## config.mk

```make
export PLATFORM = sky130hd
export DESIGN_NAME = imem_loader
export DESIGN_NICKNAME = d
export VERILOG_FILES = /design/src/rtl/imem_loader.sv
export SDC_FILE = /design/constraint.sdc
export NUM_CORES = 1
export LEC_CHECK = 0
export ABC_CLOCK_PERIOD_IN_PS = 7200
export BUFFER_PORTS_ARGS = -buffer_cell sky130_fd_sc_hd__buf_2
export CORE_ASPECT_RATIO = 0.8
export CORE_UTILIZATION = 25
export DETAILED_ROUTE_END_ITERATION = 8
export GPL_TIMING_DRIVEN = 0
export PLACE_DENSITY = 0.5
export SETUP_SLACK_MARGIN = 0.02
export SLEW_MARGIN = 30
export SYNTH_ARGS = -nofsm -noshare
export SYNTH_HDL_FRONTEND = slang
export SYNTH_SLANG_ARGS = --single-unit
```

## constraint.sdc

```tcl
create_clock -name clk_i -period 7.2 [get_ports clk_i]
set_input_delay 0.72 -clock clk_i [delete_from_list [all_inputs] [get_ports clk_i]]
set_output_delay 0.72 -clock clk_i [all_outputs]
set_load 0.02 [all_outputs]
```

## src/rtl/imem_loader.sv

```systemverilog
// Byte-stream program loader: parses a framed image (length, payload, XOR checksum)
// and writes little-endian 32-bit words into the instruction memory while the core is held.
module imem_loader #(
  parameter int XLEN  = 32,
  parameter int DEPTH = 2048
) (
  input  logic            clk_i,
  input  logic            rst_ni,
  input  logic            start_i,
  input  logic [7:0]      byte_i,
  input  logic            byte_valid_i,
  output logic            byte_ready_o,
  output logic            we_o,
  output logic [XLEN-1:0] waddr_o,
  output logic [XLEN-1:0] wdata_o,
  output logic            busy_o,
  output logic            core_hold_o,
  output logic            done_o,
  output logic            err_o
);

  localparam int AW = $clog2(DEPTH * 4);

  localparam logic [2:0] S_IDLE  = 3'd0;
  localparam logic [2:0] S_LEN   = 3'd1;
  localparam logic [2:0] S_DATA  = 3'd2;
  localparam logic [2:0] S_CSUM  = 3'd3;
  localparam logic [2:0] S_DONE  = 3'd4;
  localparam logic [2:0] S_ERROR = 3'd5;

  logic [2:0]      state;
  logic [1:0]      byte_cnt;
  logic [AW-3:0]   word_cnt;
  logic [XLEN-1:0] len_q;
  logic [XLEN-1:0] asm_q;
  logic [7:0]      csum_q;
  logic [XLEN-1:0] asm_next;
  logic            accept;

  // Bytes enter at the top and shift down, so the first byte ends up in [7:0].
  assign asm_next = {byte_i, asm_q[XLEN-1:8]};
  assign accept   = byte_valid_i && byte_ready_o;

  assign byte_ready_o = (state == S_LEN) || (state == S_DATA) || (state == S_CSUM);
  assign busy_o       = byte_ready_o;
  assign core_hold_o  = busy_o || (state == S_ERROR);
  assign done_o       = (state == S_DONE);
  assign err_o        = (state == S_ERROR);

  always_ff @(posedge clk_i or negedge rst_ni) begin
    if (!rst_ni) begin
      state    <= S_IDLE;
      byte_cnt <= '0;
      word_cnt <= '0;
      len_q    <= '0;
      asm_q    <= '0;
      csum_q   <= '0;
      we_o     <= 1'b0;
      waddr_o  <= '0;
      wdata_o  <= '0;
    end else begin
      we_o <= 1'b0;
      case (state)
        S_IDLE, S_DONE, S_ERROR: begin
          if (start_i) begin
            state    <= S_LEN;
            byte_cnt <= '0;
            word_cnt <= '0;
            len_q    <= '0;
            asm_q    <= '0;
            csum_q   <= '0;
          end
        end
        S_LEN: begin
          if (accept) begin
            asm_q    <= asm_next;
            byte_cnt <= byte_cnt + 2'd1;
            if (byte_cnt == 2'd3) begin
              len_q <= asm_next;
              if (asm_next > XLEN'(DEPTH)) state <= S_ERROR;
              else if (asm_next == '0)     state <= S_CSUM;
              else                         state <= S_DATA;
            end
          end
        end
        S_DATA: begin
          if (accept) begin
            asm_q    <= asm_next;
            csum_q   <= csum_q ^ byte_i;
            byte_cnt <= byte_cnt + 2'd1;
            // Write stage: the completed word is presented one cycle after its last byte.
            if (byte_cnt == 2'd3) begin
              we_o     <= 1'b1;
              wdata_o  <= asm_next;
              waddr_o  <= XLEN'({word_cnt, 2'b00});
              word_cnt <= word_cnt + (AW-2)'(1);
              if (XLEN'(word_cnt) == len_q - XLEN'(1)) state <= S_CSUM;
            end
          end
        end
        S_CSUM: begin
          if (accept) state <= (byte_i == csum_q) ? S_DONE : S_ERROR;
        end
        default: state <= S_IDLE;
      endcase
    end
  end

endmodule

```

==> results.py <==
metrics = {
    "synthesis": {
        "yosys_warnings": 0,
        "async_flop_share_pct": 100,
        "avgSynthCellArea_um2": 9.59,
        "synth_edf_count": 0,
        "ys_types": 52,
        "syn_inst": 627,
        "synth_seq_cells": 124,
        "yosys_most_used_dff": "dfrtp_1",
        "ys_seq_area_share_pct": 51.6,
        "syn_area_um2": 6020,
    },
    "global_routing": {
        "grt_overflow": 0,
        "grt_pass1_vias": 4509,
        "grt_pass1_wl_mm": 26.0,
        "grt_max_degree": 69,
        "antenna_found_initial": 0,
        "track_usage_pct": 13.8,
    },
    "power": {
        "powerDensity_nw_per_um2": 377,
        "leakage_nw": 3.63,
        "max-vdd-ir-drop_uv": 133,
    },
    "clocking": {
        "postCtsHoldBufs": 0,
        "post_cts_resize_count": 0,
        "cts_tree": "done",
        "htreeDepth": 4,
        "postCtsSetupBuffers": 0,
        "worstSkewPairLatency_ns": 0.43,
        "cts_root_buffer": "clkbuf_16",
        "clk_path_buf_depth": 2,
        "cts_buffers": 17,
        "cts_sinks": 124,
        "clkTransAtPathRegs_ns": 0.06,
    },
    "timing": {
        "hold_slack_ns": 0.210,
        "tightestPinTransition_ns": 0.776,
        "clock-skew-final_ns": 0.00801,
        "fmax_mhz": 334,
        "hold_viol_final": 0,
        "setup_slack_ns": 4.21,
        "maxSlewViolCount": 0,
        "fin_crit_ns": 2.99,
        "grt_setup_unrepaired": "no",
        "setup_viol": 0,
        "period_share_pct": 41.5,
        "slew_headroom_pct": 48.3,
        "setup-tns-final_ns": 0,
    },
    "drt": {
        "routed.top_layer": "met4",
        "vias": 4683,
        "dr.pass1.iters": 5,
        "drc_errors": 0,
        "wl_met2_mm": 6.78,
        "post_drt_wl_per_cell_um": 15.4,
        "ant_nets": 0,
        "via_per_inst": 4.49,
        "drt-total-wl_mm": 16.1,
        "wl_met3_um": 596,
        "wl_met1_mm": 8.52,
        "drt_iter0_markers": 402,
    },
    "place": {
        "gp_congestion": 0.804,
        "place_area_um2": 6780,
        "place_ws_ns": 4.07,
        "io_buffers": 52,
        "dp_hpwl_mm": 11.4,
    },
    "status": {
        "status": "complete, no violations",
    },
    "critical_path": {
        "worst_path_most_repeated_cell": "clkbuf_1",
        "slowest_delay_ns": 0.59,
        "critPathRequiredTime_ns": 7.51,
        "critPathCaptureType": "flip-flop",
        "cp_cell_sequence": "or3b_1 -> nor2_1 -> clkbuf_1 -> clkbuf_1 -> mux2_2",
        "crit_start": "state[0]$_DFFE_PN0P_",
        "crit_type": "flip-flop to flip-flop",
        "cp.buffers_inverters": 2,
        "r2r_start": "state[0]$_DFFE_PN0P_",
        "cp_slowest_cell": "clkbuf_1",
        "worstPathArrival_ns": 3.30,
        "cp_top_family": "buffers and inverters",
        "startpoint_type": "flip-flop",
        "cp_max_fo": 10,
    },
    "layout": {
        "drive_gt1_share_pct": 22.1,
        "fin_area_um2": 7430,
        "antenna_cells": 0,
        "area_delta_synth_final_pct": 23.5,
        "nets": 734,
    },
    "floorplan": {
        "fp.dieW_um": 175,
        "chipHeight_um": 141,
        "ios": 82,
        "rows": 50,
        "initial_core_util_pct": 25.6,
        "dieArea_um2": 24700,
        "core_um2": 23500,
    },
    "min_path": {
        "hold_path.class": "primary input to async pin",
    },
    "run": {
        "drv_cap": 0,
    },
}
-- power breakdown --
group | total, mW | internal [mW] | switching [mW]
clock | 0.950 | 0.610 | 0.340
sequential | 0.964 | 0.808 | 0.156
combinational | 0.885 | 0.320 | 0.565
-- worst reg2reg max path, delay by kind of cell (launching register included) --
family                 cells  cell delay [ns]
buffers and inverters      2             1.08
DFF                        1             0.43
muxes                      1             0.41
and+or+nand+nor            2             0.96
-- stage by stage --
stage	total power, mW	instances	util (%)
6_report	2.80	1044	31.6
2_1_floorplan	1.58	647	-
3_5_place_dp	1.86	1012	28.8
4_1_cts	2.82	1044	31.6
5_1_grt	2.98	1044	31.6
3_3_place_gp	1.85	1011	28.7
-- path summary, 6_finish.rpt --
check	end	slack, ns	depth (start not counted)
max	wdata_o[21]$_DFFE_PN0P_	4.21	5
min	wdata_o[6]$_DFFE_PN0P_	0.21	1
max reg2reg	wdata_o[21]$_DFFE_PN0P_	4.21	5
min reg2reg	len_q[27]$_DFFE_PN0P_	0.46	2
max in group asynchronous	len_q[26]$_DFFE_PN0P_	6.28	2
min in group clk_i	len_q[27]$_DFFE_PN0P_	0.46	2
-- placed cells by master (no fill, tap or decap), types with 5 or more instances in the layout --
| master | synthesis | routed |
|---|---|---|
| nand2_1 | 136 | 136 |
| dfrtp_1 | 124 | 124 |
| o21ai_0 | 54 | 54 |
| buf_2 | 0 | 51 |
| mux2_2 | 45 | 45 |
| nand3_1 | 44 | 44 |
| clkbuf_1 | 37 | 37 |
| nor2_1 | 36 | 36 |
| buf_4 | 22 | 22 |
| conb_1 | 1 | 21 |
| xor2_1 | 17 | 17 |
| clkbuf_16 | 0 | 17 |
| xnor2_1 | 13 | 13 |
| nor4_1 | 12 | 12 |
| a21oi_1 | 12 | 12 |
| nor3_1 | 11 | 11 |
| nand4_1 | 5 | 5 |
| inv_1 | 5 | 5 |
-- metal layers --
layer	vias to the layer above	track usage, %
li1	2285	-
met1	2282	20.8
met2	99	19.3
met3	17	3.18
met4	0	4.44
met5	-	0
-- cells in the mapped netlist (all sizes together) (4+ instances only) --
cell type | n | area share (%)
nand3 | 45 | 4.0
dfrtp | 124 | 52
buf | 23 | 2.9
a21oi | 12 | 1.0
clkbuf | 37 | 2.3
xor2 | 17 | 2.5
mux2 | 46 | 8.6
xnor2 | 13 | 1.9
nand2 | 136 | 8.5
inv | 5 | 0.31
nor2b | 4 | 0.42
nor2 | 36 | 2.2
nor4 | 14 | 2.0
nand4 | 5 | 0.52
nor3 | 12 | 1.1
o21ai | 57 | 4.7
-- flip-flops by register name, indices dropped and copies added, names as in the netlist --
signal,flops
wdata_o,32
word_cnt,11
byte_cnt,2
we_o,1
csum_q,8
len_q,32
waddr_o,11
state,3
asm_q,24
-- layout make-up --
cell class / instances / area, µm²
Sequential cell: 124 / 3100
Clock buffer: 20 / 467
Inverter: 5 / 18.8
Clock inverter: 12 / 184
Fill cell: 2512 / 16100
Buffer: 60 / 315
Timing Repair Buffer: 53 / 298
Multi-Input combinational cell: 458 / 2650
Tap cell: 312 / 390
-- cell families (layout without fill, tap and decap cells) --
kind of cell	count (synthesis)	count (layout)	synth area share [%]
other	1	21	0.0623
DFF	124	124	51.6
AOI/OAI and AO/OA	82	82	7.51
xor gates and xnor gates	30	30	4.37
muxes	47	47	8.78
buffers and inverters	65	150	5.55
adders and majority gates	3	3	0.624
and+or+nand+nor	275	275	21.5
Note: power is estimated with default switching activity, not from simulation.
